`src/rtl/uart_rx_err_fifo_if.sv`:
```
// Bus between the UART RX FIFO and the side that writes characters, pops them and configures it.
// The master drives characters, pops and configuration; the FIFO (slave) returns the head entry and status.
interface uart_rx_err_fifo_if #(
    parameter int DATA_WIDTH = 8,
    parameter int FIFO_DEPTH = 16,
    parameter int TIMEOUT_W  = 10
);
    localparam int AW = $clog2(FIFO_DEPTH);

    logic [DATA_WIDTH-1:0] wr_data;
    logic                  wr_perr;
    logic                  wr_ferr;
    logic                  wr_brk;
    logic                  wr_en;
    logic                  rd_en;
    logic [DATA_WIDTH-1:0] rd_data;
    logic                  rd_perr;
    logic                  rd_ferr;
    logic                  rd_brk;
    logic                  fifo_clear;
    logic [AW:0]           threshold;
    logic [TIMEOUT_W-1:0]  timeout_cycles;
    logic                  ovf_clr;
    logic                  empty;
    logic                  full;
    logic [AW:0]           level;
    logic                  thresh_irq;
    logic                  timeout_irq;
    logic                  overflow;
    logic                  err_pending;

    modport master (
        output wr_data, wr_perr, wr_ferr, wr_brk, wr_en, rd_en,
        output fifo_clear, threshold, timeout_cycles, ovf_clr,
        input  rd_data, rd_perr, rd_ferr, rd_brk,
        input  empty, full, level, thresh_irq, timeout_irq, overflow, err_pending
    );

    modport slave (
        input  wr_data, wr_perr, wr_ferr, wr_brk, wr_en, rd_en,
        input  fifo_clear, threshold, timeout_cycles, ovf_clr,
        output rd_data, rd_perr, rd_ferr, rd_brk,
        output empty, full, level, thresh_irq, timeout_irq, overflow, err_pending
    );
endinterface

```
`src/rtl/uart_rx_err_fifo.sv`:
```
// UART RX FIFO storing each character with its parity/framing/break status, FWFT head,
// fill-level and character-timeout interrupts, sticky overflow and an error-entry count.
module uart_rx_err_fifo #(
    parameter int DATA_WIDTH = 8,
    parameter int FIFO_DEPTH = 16,
    parameter int TIMEOUT_W  = 10
) (
    input logic                clk,
    input logic                rst_n,
    uart_rx_err_fifo_if.slave  bus
);
    localparam int              AW       = $clog2(FIFO_DEPTH);
    localparam int              EW       = DATA_WIDTH + 3;
    localparam logic [AW:0]     LVL_FULL = (AW+1)'(FIFO_DEPTH);
    localparam logic [AW:0]     LVL_ZERO = {(AW+1){1'b0}};
    localparam logic [AW:0]     LVL_ONE  = (AW+1)'(1);
    localparam logic [AW-1:0]   PTR_ONE  = AW'(1);
    localparam logic [TIMEOUT_W-1:0] TO_ZERO = {TIMEOUT_W{1'b0}};
    localparam logic [TIMEOUT_W-1:0] TO_ONES = {TIMEOUT_W{1'b1}};
    localparam logic [TIMEOUT_W-1:0] TO_ONE  = TIMEOUT_W'(1);

    // An entry carries an error when any of its three status flags is set.
    function automatic logic any_err(input logic perr, input logic ferr, input logic brk);
        return perr | ferr | brk;
    endfunction

    logic [EW-1:0]        r_mem [FIFO_DEPTH];
    logic [AW-1:0]        r_wr_ptr;
    logic [AW-1:0]        r_rd_ptr;
    logic [AW:0]          r_level;
    logic [AW:0]          r_err_cnt;
    logic [TIMEOUT_W-1:0] r_to_cnt;
    logic                 r_ovf;
    logic                 r_to_irq;

    logic                 w_empty;
    logic                 w_full;
    logic                 w_rd_acc;
    logic                 w_wr_acc;
    logic                 w_mem_we;
    logic                 w_ovf_set;
    logic                 w_wr_err;
    logic                 w_rd_err;
    logic                 w_to_hold;
    logic [EW-1:0]        w_head;
    logic [EW-1:0]        w_wr_entry;

    // Accept decisions; a read of a full FIFO frees the slot the concurrent write lands in.
    always_comb begin
        w_empty    = (r_level == LVL_ZERO);
        w_full     = (r_level == LVL_FULL);
        w_rd_acc   = bus.rd_en & ~w_empty;
        w_wr_acc   = bus.wr_en & (~w_full | bus.rd_en);
        w_mem_we   = w_wr_acc & ~bus.fifo_clear;
        w_ovf_set  = bus.wr_en & w_full & ~bus.rd_en;
        w_head     = r_mem[r_rd_ptr];
        w_wr_entry = {bus.wr_brk, bus.wr_ferr, bus.wr_perr, bus.wr_data};
        w_wr_err   = any_err(bus.wr_perr, bus.wr_ferr, bus.wr_brk);
        w_rd_err   = any_err(w_head[DATA_WIDTH], w_head[DATA_WIDTH+1], w_head[DATA_WIDTH+2]);
        w_to_hold  = w_empty | w_wr_acc | w_rd_acc;
    end

    // Entry storage; left unreset since validity is tracked by the pointers and level.
    always_ff @(posedge clk) begin
        if (w_mem_we) begin
            r_mem[r_wr_ptr] <= w_wr_entry;
        end
    end

    // Pointers and fill level; flush discards any access in the same cycle.
    always_ff @(posedge clk or negedge rst_n) begin
        if (!rst_n) begin
            r_wr_ptr <= {AW{1'b0}};
            r_rd_ptr <= {AW{1'b0}};
            r_level  <= LVL_ZERO;
        end else if (bus.fifo_clear) begin
            r_wr_ptr <= {AW{1'b0}};
            r_rd_ptr <= {AW{1'b0}};
            r_level  <= LVL_ZERO;
        end else begin
            if (w_wr_acc) begin
                r_wr_ptr <= r_wr_ptr + PTR_ONE;
            end
            if (w_rd_acc) begin
                r_rd_ptr <= r_rd_ptr + PTR_ONE;
            end
            case ({w_wr_acc, w_rd_acc})
                2'b10:   r_level <= r_level + LVL_ONE;
                2'b01:   r_level <= r_level - LVL_ONE;
                default: r_level <= r_level;
            endcase
        end
    end

    // Count of stored entries that carry any error flag.
    always_ff @(posedge clk or negedge rst_n) begin
        if (!rst_n) begin
            r_err_cnt <= LVL_ZERO;
        end else if (bus.fifo_clear) begin
            r_err_cnt <= LVL_ZERO;
        end else begin
            case ({w_wr_acc & w_wr_err, w_rd_acc & w_rd_err})
                2'b10:   r_err_cnt <= r_err_cnt + LVL_ONE;
                2'b01:   r_err_cnt <= r_err_cnt - LVL_ONE;
                default: r_err_cnt <= r_err_cnt;
            endcase
        end
    end

    // Sticky overflow; a new drop in the same cycle as the clear keeps it set.
    always_ff @(posedge clk or negedge rst_n) begin
        if (!rst_n) begin
            r_ovf <= 1'b0;
        end else if (bus.fifo_clear) begin
            r_ovf <= 1'b0;
        end else if (w_ovf_set) begin
            r_ovf <= 1'b1;
        end else if (bus.ovf_clr) begin
            r_ovf <= 1'b0;
        end else begin
            r_ovf <= r_ovf;
        end
    end

    // Character timeout: idle cycles with data waiting, saturating; irq raised on match.
    always_ff @(posedge clk or negedge rst_n) begin
        if (!rst_n) begin
            r_to_cnt <= TO_ZERO;
            r_to_irq <= 1'b0;
        end else if (bus.fifo_clear) begin
            r_to_cnt <= TO_ZERO;
            r_to_irq <= 1'b0;
        end else if (w_to_hold) begin
            r_to_cnt <= TO_ZERO;
            r_to_irq <= 1'b0;
        end else begin
            if (r_to_cnt != TO_ONES) begin
                r_to_cnt <= r_to_cnt + TO_ONE;
            end
            if ((bus.timeout_cycles != TO_ZERO) && (r_to_cnt == bus.timeout_cycles)) begin
                r_to_irq <= 1'b1;
            end
        end
    end

    // Head entry falls through while data is present; status decoded from the registers.
    always_comb begin
        bus.rd_data = {DATA_WIDTH{1'b0}};
        bus.rd_perr = 1'b0;
        bus.rd_ferr = 1'b0;
        bus.rd_brk  = 1'b0;
        if (!w_empty) begin
            bus.rd_data = w_head[DATA_WIDTH-1:0];
            bus.rd_perr = w_head[DATA_WIDTH];
            bus.rd_ferr = w_head[DATA_WIDTH+1];
            bus.rd_brk  = w_head[DATA_WIDTH+2];
        end else begin
            bus.rd_data = {DATA_WIDTH{1'b0}};
        end
        bus.empty       = w_empty;
        bus.full        = w_full;
        bus.level       = r_level;
        bus.thresh_irq  = (bus.threshold != LVL_ZERO) && (r_level >= bus.threshold);
        bus.timeout_irq = r_to_irq;
        bus.overflow    = r_ovf;
        bus.err_pending = (r_err_cnt != LVL_ZERO);
    end
endmodule
```
`src/flat_wrapper.sv`:
```
// flat-port wrapper written by rule: the top's interface ports become plain ports
module uart_rx_err_fifo_flat 
#(
    parameter int DATA_WIDTH = 8,
    parameter int FIFO_DEPTH = 16,
    parameter int TIMEOUT_W  = 10
)
  (clk, rst_n, bus_wr_data, bus_wr_perr, bus_wr_ferr, bus_wr_brk, bus_wr_en, bus_rd_en, bus_fifo_clear, bus_threshold, bus_timeout_cycles, bus_ovf_clr, bus_rd_data, bus_rd_perr, bus_rd_ferr, bus_rd_brk, bus_empty, bus_full, bus_level, bus_thresh_irq, bus_timeout_irq, bus_overflow, bus_err_pending);
  uart_rx_err_fifo_if #(.DATA_WIDTH(DATA_WIDTH), .FIFO_DEPTH(FIFO_DEPTH), .TIMEOUT_W(TIMEOUT_W)) bus_i ();
  input logic clk;
  input logic rst_n;
  input wire logic [$bits(bus_i.wr_data)-1:0] bus_wr_data;
  input wire logic [$bits(bus_i.wr_perr)-1:0] bus_wr_perr;
  input wire logic [$bits(bus_i.wr_ferr)-1:0] bus_wr_ferr;
  input wire logic [$bits(bus_i.wr_brk)-1:0] bus_wr_brk;
  input wire logic [$bits(bus_i.wr_en)-1:0] bus_wr_en;
  input wire logic [$bits(bus_i.rd_en)-1:0] bus_rd_en;
  input wire logic [$bits(bus_i.fifo_clear)-1:0] bus_fifo_clear;
  input wire logic [$bits(bus_i.threshold)-1:0] bus_threshold;
  input wire logic [$bits(bus_i.timeout_cycles)-1:0] bus_timeout_cycles;
  input wire logic [$bits(bus_i.ovf_clr)-1:0] bus_ovf_clr;
  output wire logic [$bits(bus_i.rd_data)-1:0] bus_rd_data;
  output wire logic [$bits(bus_i.rd_perr)-1:0] bus_rd_perr;
  output wire logic [$bits(bus_i.rd_ferr)-1:0] bus_rd_ferr;
  output wire logic [$bits(bus_i.rd_brk)-1:0] bus_rd_brk;
  output wire logic [$bits(bus_i.empty)-1:0] bus_empty;
  output wire logic [$bits(bus_i.full)-1:0] bus_full;
  output wire logic [$bits(bus_i.level)-1:0] bus_level;
  output wire logic [$bits(bus_i.thresh_irq)-1:0] bus_thresh_irq;
  output wire logic [$bits(bus_i.timeout_irq)-1:0] bus_timeout_irq;
  output wire logic [$bits(bus_i.overflow)-1:0] bus_overflow;
  output wire logic [$bits(bus_i.err_pending)-1:0] bus_err_pending;
  assign bus_i.wr_data = bus_wr_data;
  assign bus_i.wr_perr = bus_wr_perr;
  assign bus_i.wr_ferr = bus_wr_ferr;
  assign bus_i.wr_brk = bus_wr_brk;
  assign bus_i.wr_en = bus_wr_en;
  assign bus_i.rd_en = bus_rd_en;
  assign bus_i.fifo_clear = bus_fifo_clear;
  assign bus_i.threshold = bus_threshold;
  assign bus_i.timeout_cycles = bus_timeout_cycles;
  assign bus_i.ovf_clr = bus_ovf_clr;
  assign bus_rd_data = bus_i.rd_data;
  assign bus_rd_perr = bus_i.rd_perr;
  assign bus_rd_ferr = bus_i.rd_ferr;
  assign bus_rd_brk = bus_i.rd_brk;
  assign bus_empty = bus_i.empty;
  assign bus_full = bus_i.full;
  assign bus_level = bus_i.level;
  assign bus_thresh_irq = bus_i.thresh_irq;
  assign bus_timeout_irq = bus_i.timeout_irq;
  assign bus_overflow = bus_i.overflow;
  assign bus_err_pending = bus_i.err_pending;
  uart_rx_err_fifo #(.DATA_WIDTH(DATA_WIDTH), .FIFO_DEPTH(FIFO_DEPTH), .TIMEOUT_W(TIMEOUT_W)) u_core (.clk(clk), .rst_n(rst_n), .bus(bus_i));
endmodule
```
`config.mk`:
```
export PLATFORM = sky130hd
export DESIGN_NAME = uart_rx_err_fifo_flat
export DESIGN_NICKNAME = d
export VERILOG_FILES = /design/src/rtl/uart_rx_err_fifo_if.sv /design/src/rtl/uart_rx_err_fifo.sv /design/src/flat_wrapper.sv
export SDC_FILE = /design/constraint.sdc
export NUM_CORES = 1
export LEC_CHECK = 0
export CAP_MARGIN = 20
export CORE_MARGIN = 2
export CORE_UTILIZATION = 55
export DETAILED_ROUTE_END_ITERATION = 7
export PLACE_DENSITY = 0.74
export SLEW_MARGIN = 20
export SYNTH_ARGS = -nofsm -noshare
export SYNTH_HDL_FRONTEND = slang
export SYNTH_SLANG_ARGS = --single-unit
```
`constraint.sdc`:
```
create_clock -name clk -period 4.5 [get_ports clk]
set_clock_uncertainty 0.1 [all_clocks]
set_input_delay 0.675 -clock clk [delete_from_list [all_inputs] [get_ports clk]]
set_output_delay 0.675 -clock clk [all_outputs]
set_load 0.02 [all_outputs]
```
## Word level (Yosys, flattened, before mapping)

Memory sizes are Yosys's and may differ from the RTL's.
Cells that the tools add are included.

| word-level totals | value |
|---|---|
| logic and storage cells | 77 |
| bits in writable memories | 176 |
| memories | 1 |
| bits in registers | 30 |
| output and inout bits | 22 |

Memories:

| name | words | width | read ports | clocked after memory_dff | write ports | RTL line | text |
|---|---|---|---|---|---|---|---|
| u_core.r_mem | 16 | 11 | 1 | 0 | 1 | uart_rx_err_fifo.sv:27 | `logic [EW-1:0] r_mem [FIFO_DEPTH];` |

| cells by class | value |
|---|---|
| multiplexer cells | 23 |
| bitwise gates (word level) | 18 |
| order comparisons | 1 |
| reduce and logical (&&, ||, !) cells | 13 |
| equal/unequal tests | 7 |
| add/subtract/negate cells | 7 |

Operators with widths:

| cell | count |
|---|---|
| 10-bit two-way mux | 3 |
| 5-bit one-hot mux with 2 select lines | 2 |
| 4-bit two-way mux | 4 |
| 3-bit nonzero test | 5 |
| 1-bit two-way mux | 11 |
| 10-bit by 1-bit adder with 10-bit output, second input constant | 1 |
| 5-bit by 1-bit adder with 5-bit output, second input constant | 2 |
| 10-bit equality test | 1 |
| 5-bit two-way mux | 2 |
| 10-bit != test, second input constant | 1 |
| 10-bit nonzero test | 1 |
| 5-bit nonzero test | 2 |
| 5-bit by 1-bit subtractor with 5-bit output, second input constant | 2 |
| 4-bit by 1-bit adder with 4-bit output, second input constant | 2 |
| 8-bit two-way mux | 1 |
| 1-bit AND | 7 |
| 1-bit bitwise OR | 7 |
| 5-bit equality test, second input constant | 1 |
| 5-bit >= comparator | 1 |
| 5-bit logical NOT | 1 |
| 2-bit by 1-bit equality test with 1-bit output, second input constant | 2 |
| 2-bit equality test, second input constant | 2 |
| 1-bit inverter | 4 |
| 2-bit nonzero test | 2 |
| 1-bit logical AND | 2 |

## Logic depth before layout (Yosys ltp)

| logic depth | value |
|---|---|
| word-level depth | 8 |
| gate-level depth with buffers | 14 |

## Worst setup path after synthesis

Ideal clock, no wire load.

| timing path | value |
|---|---|
| path kind | register to register |
| from | register u_core.r_rd_ptr[0] |
| to | register u_core.r_err_cnt[4] |
| buffers on the path | 2 |
| setup time | 0.128 ns |
| stages on the path, launching flop included | 15 |
| period minus slack after synthesis | 3.301 ns |
| arrival | 3.073 ns |
| required time | 4.272 ns |
| slack | 1.199 ns |
| cell sequence | dfrtp_1 -> buf_6 -> buf_6 -> mux4_2 -> nand3_1 -> nand3_1 -> o31ai_4 -> nand2b_1 -> inv_1 -> ha_1 -> nor2b_1 -> o21ai_0 -> a21oi_1 -> mux2i_1 -> mux2_1 |

| on the way | value |
|---|---|
| cells in the longest elaborated chain, start to end | 7 |
| elaborated cells on any way between the ends | 9 |
| classes of those cells | eq/ne (2); mux (2); bitwise (3); reduce/logical (1); memory (1) |

RTL lines:

| what | RTL line | text |
|---|---|---|
| start: declaration | uart_rx_err_fifo.sv:29 | `logic [AW-1:0] r_rd_ptr;` |
| start signal: assignment | uart_rx_err_fifo.sv:74 | `r_rd_ptr <= {AW{1'b0}};` |
| start signal: assignment | uart_rx_err_fifo.sv:78 | `r_rd_ptr <= {AW{1'b0}};` |
| start signal: assignment | uart_rx_err_fifo.sv:85 | `r_rd_ptr <= r_rd_ptr + PTR_ONE;` |
| memory 16 x 11 bit * | n/a |  |
| 1-bit bitwise OR | uart_rx_err_fifo.sv:24 | `return perr \| ferr \| brk;` |
| 1-bit bitwise OR * | uart_rx_err_fifo.sv:24 |  |
| 1-bit AND * | uart_rx_err_fifo.sv:102 | `case ({w_wr_acc & w_wr_err, w_rd_acc & w_rd_err})` |
| 2-bit by 1-bit equality test with 1-bit output or 2-bit equality test (tied branches) | uart_rx_err_fifo.sv:102 |  |
| 5-bit one-hot mux with 2 select lines | uart_rx_err_fifo.sv:102 |  |
| 5-bit two-way mux | uart_rx_err_fifo.sv:99 | `end else if (bus.fifo_clear) begin` |
| end signal: assignment | uart_rx_err_fifo.sv:103 | `2'b10: r_err_cnt <= r_err_cnt + LVL_ONE;` |
| end signal: assignment | uart_rx_err_fifo.sv:104 | `2'b01: r_err_cnt <= r_err_cnt - LVL_ONE;` |
| end signal: assignment | uart_rx_err_fifo.sv:105 | `default: r_err_cnt <= r_err_cnt;` |
| end: declaration | uart_rx_err_fifo.sv:31 | `logic [AW:0] r_err_cnt;` |

Mark *: on every way between the ends. The rest lies on a longest branch, timed or not.
A chain may end at the register's enable or synchronous reset.

## Worst setup path after layout

| timing path | value |
|---|---|
| from | register u_core.r_rd_ptr[0] |
| to | output port bus_rd_data[2] |

| on the way | value |
|---|---|
| cells in the longest elaborated chain, start to end | 2 |

RTL lines:

| what | RTL line | text |
|---|---|---|
| memory 16 x 11 bit | n/a |  |
| 8-bit two-way mux | uart_rx_err_fifo.sv:152 | `if (!w_empty) begin` |
| end: declaration | flat_wrapper.sv:22 | `output wire logic [$bits(bus_i.rd_data)-1:0] bus_rd_data;` |

Every way passes these cells.

==> metrics.yaml <==
run_status:
  outcome: "finished clean"
cts:
  h-tree-depth: 1
  clockRootBuffer: "clkbuf_16"
  clk_path_buf_depth: 3
  cts_setup_buffers: 0
  cts_resized: 0
  cts_tree: "built"
  cts.sinks: 206
  ctsHoldBuffers: 0
  clk_latency_ns: 0.50
  cts_inserted_buffers: 22
  clkTransAtPathRegs_ns: 0.06
routing:
  dr.pass1.iters: 5
  drt_iter0_markers: 480
  drc: 0
  num_vias: 4793
  antenna_left: 0
  drt-total-wl_um: 17800
  viasPerCell: 5.89
  wire_per_inst_um: 21.9
synth:
  yosys.area_share.simple_pct: 7.30
  netlist_instances: 516
  yosysTopAreaCell: "edfxtp_1"
  synth_top_family_by_area: "multiplexers"
  yosys.area_share.adder_pct: 2.83
  seq_area_frac_synth_pct: 67.6
  syn_area_per_cell_um2: 17.3
  synth.area.mux_share_pct: 13.9
  synth_edf_count: 176
  synth-async-reset-ratio_pct: 14.6
  yosys_warnings: 0
  synth_flop_cell: "edfxtp_1"
  netlist_area_mm2: 0.00893
  synth-compound-area-share_pct: 3.60
  synth_cell_types: 44
  synth_fp_nets: 567
  synth_top_area_share_pct: 59.2
  synth_area_leaders: "edfxtp_1 59%, mux4_2 13%, dfrtp_1 8.4%"
  ys_ff_latch: 206
  synth_xor_xnor_area_share_pct: 2.65
pwr:
  p_total_mw: 5.48
  p_leak_nw: 3.55
  peakVddDrop_v: 0.000303
  power_density_mw_per_mm2: 529
sta:
  hold-worst-slack_ns: 0.365
  min_period_ns: 4.13
  slew_headroom_pct: 46.1
  drv_slew: 0
  rsz0062_at_grt: "no"
  period_share_pct: 91.7
  worst_pin_slew_ns: 0.809
  timing.fmax_ghz: 0.242
  finalSetupViolations: 0
  final_hold_viol_count: 0
  fin_setup_tns_ns: 0
worst_setup_path:
  path_class: "reg -> out"
  r2r_end: "u_core.r_err_cnt[4]"
  critical_path_arrival_ns: 3.35
  rrSetupSlack_ns: 0.63
  end_kind: "primary output"
  cp-start-kind: "flop"
  reg2reg_depth: 12
  reg2reg_from: "u_core.r_rd_ptr[0]"
  cp_max_fo: 31
  cp_data_required_time_ns: 3.72
placement:
  dp_hpwl_um: 11200
  numPortBuffers: 53
  routabilityCongestion: 0.783
floorplan:
  die_h_um: 131
  io_pins: 54
  rows: 46
  die_area_mm2: 0.0173
  die_w_um: 131
  start_util_pct: 56.2
  core_mm2: 0.0159
grt:
  grt.total_usage_pct: 21.1
  grt_max_degree: 32
  grt_antenna_before_repair: 0
  grt_pass1_wl_um: 27900
  grt_pass1_vias: 4969
  grt-ovfl-total: 0
cells_and_area:
  post-route-util_pct: 65.3
  areaGrowthSynthToFinish_pct: 16.0
  num_antenna_cells: 0
  drive_gt1_share_pct: 17.9
  nNetsFinal: 636
run:
  drv_cap: 0
hold_path:
  min_path_type: "in -> async"
==> registers in the layout, summed over array words and instances (netlist names) <==
name / cells
u_core.bus.timeout_irq: 1
u_core.bus.level: 5
u_core.r_wr_ptr: 4
u_core.r_to_cnt: 10
u_core.bus.overflow: 1
u_core.r_mem: 176
u_core.r_rd_ptr: 4
u_core.r_err_cnt: 5
==> power breakdown <==
| part | leakage [nW] | internal (mW) | switching [mW] |
|---|---|---|---|
| sequential | 1.99 | 2.14 | 0.117 |
| combinational | 1.26 | 0.821 | 0.828 |
| clock | 0.302 | 0.899 | 0.677 |
| total | 3.55 | 3.86 | 1.62 |
==> layer usage <==
metal	share of wire, %	wire (µm)	global-route usage [%]	vias up
li1	-	-	-	2167
met1	39	6870	27.3	2472
met2	54	9630	37.4	132
met3	5.7	1020	3.32	22
met4	1.6	291	6.04	0
met5	0	0	0	-
==> synthesized netlist by cell type (9+ instances only) <==
library cell / n
nand3_1: 9
xnor2_1: 16
inv_1: 19
dfrtp_1: 30
a21oi_1: 12
and2_1: 12
nor4_1: 9
nor2_1: 27
ha_1: 17
nor2b_1: 12
xor2_1: 11
edfxtp_1: 176
mux4_2: 52
nand2_1: 17
==> worst max-delay path by stage <==
stage / from / endpoint / slack, ns / cells past startpoint
floorplan: u_core.r_rd_ptr[0] / u_core.r_err_cnt[4] / 1.20 / 14
global placement: u_core.r_rd_ptr[0] / u_core.r_err_cnt[4] / 0.74 / 12
detailed placement: u_core.r_rd_ptr[0] / u_core.r_err_cnt[4] / 0.62 / 12
CTS: u_core.r_rd_ptr[0] / bus_rd_data[2] / 0.30 / 5
global route: u_core.r_rd_ptr[0] / bus_rd_data[1] / 0.20 / 5
finish: u_core.r_rd_ptr[0] / bus_rd_data[2] / 0.37 / 5
==> stage by stage <==
| stage | setup slack [ns] | cells | area [µm²] |
|---|---|---|---|
| global route | 0.200 | 814 | 10400 |
| global placement | 0.743 | 777 | 9750 |
| floorplan | 1.20 | 516 | 8930 |
| finish | 0.372 | 814 | 10400 |
| detailed placement | 0.625 | 777 | 9750 |
| CTS | 0.298 | 814 | 10400 |
==> layout make-up <==
type                       count  area (µm²)
sequential                   206        6040
fill                        1137        5520
multi-input combinational    270        2730
timing repair buffer          66         641
clock buffer                  30         581
tap                          216         270
inverter                      19        71.3
clock inverter                 7        41.3
==> cell families (layout without fill, tap and decap cells) <==
kind of cell               after synthesis  count (layout)
AOI/OAI and AO/OA                       45              45
xor gates and xnor gates                27              27
adders and majority gates               19              19
buffers and inverters                   40             122
DFF                                    206             206
muxes                                   59              59
and+or+nand+nor                        120             120
==> cells in the final DEF, fill, tap and decap left out, types with 16 or more instances in the layout <==
master	count
xnor2_1	16
mux4_2	52
edfxtp_1	176
inv_1	19
nand2_1	17
clkbuf_16	22
dfrtp_1	28
ha_1	17
clkdlybuf4s50_1	53
nor2_1	27
==> worst max-delay path: stages, from the launching register on <==
cell and delay, ns:
dfrtp_2 0.75, buf_12 0.33, mux4_2 0.56, mux4_2 0.46, nor2b_1 0.16, clkdlybuf4s50_1 0.56
No activity file was read; power rests on OpenSTA's default activity.
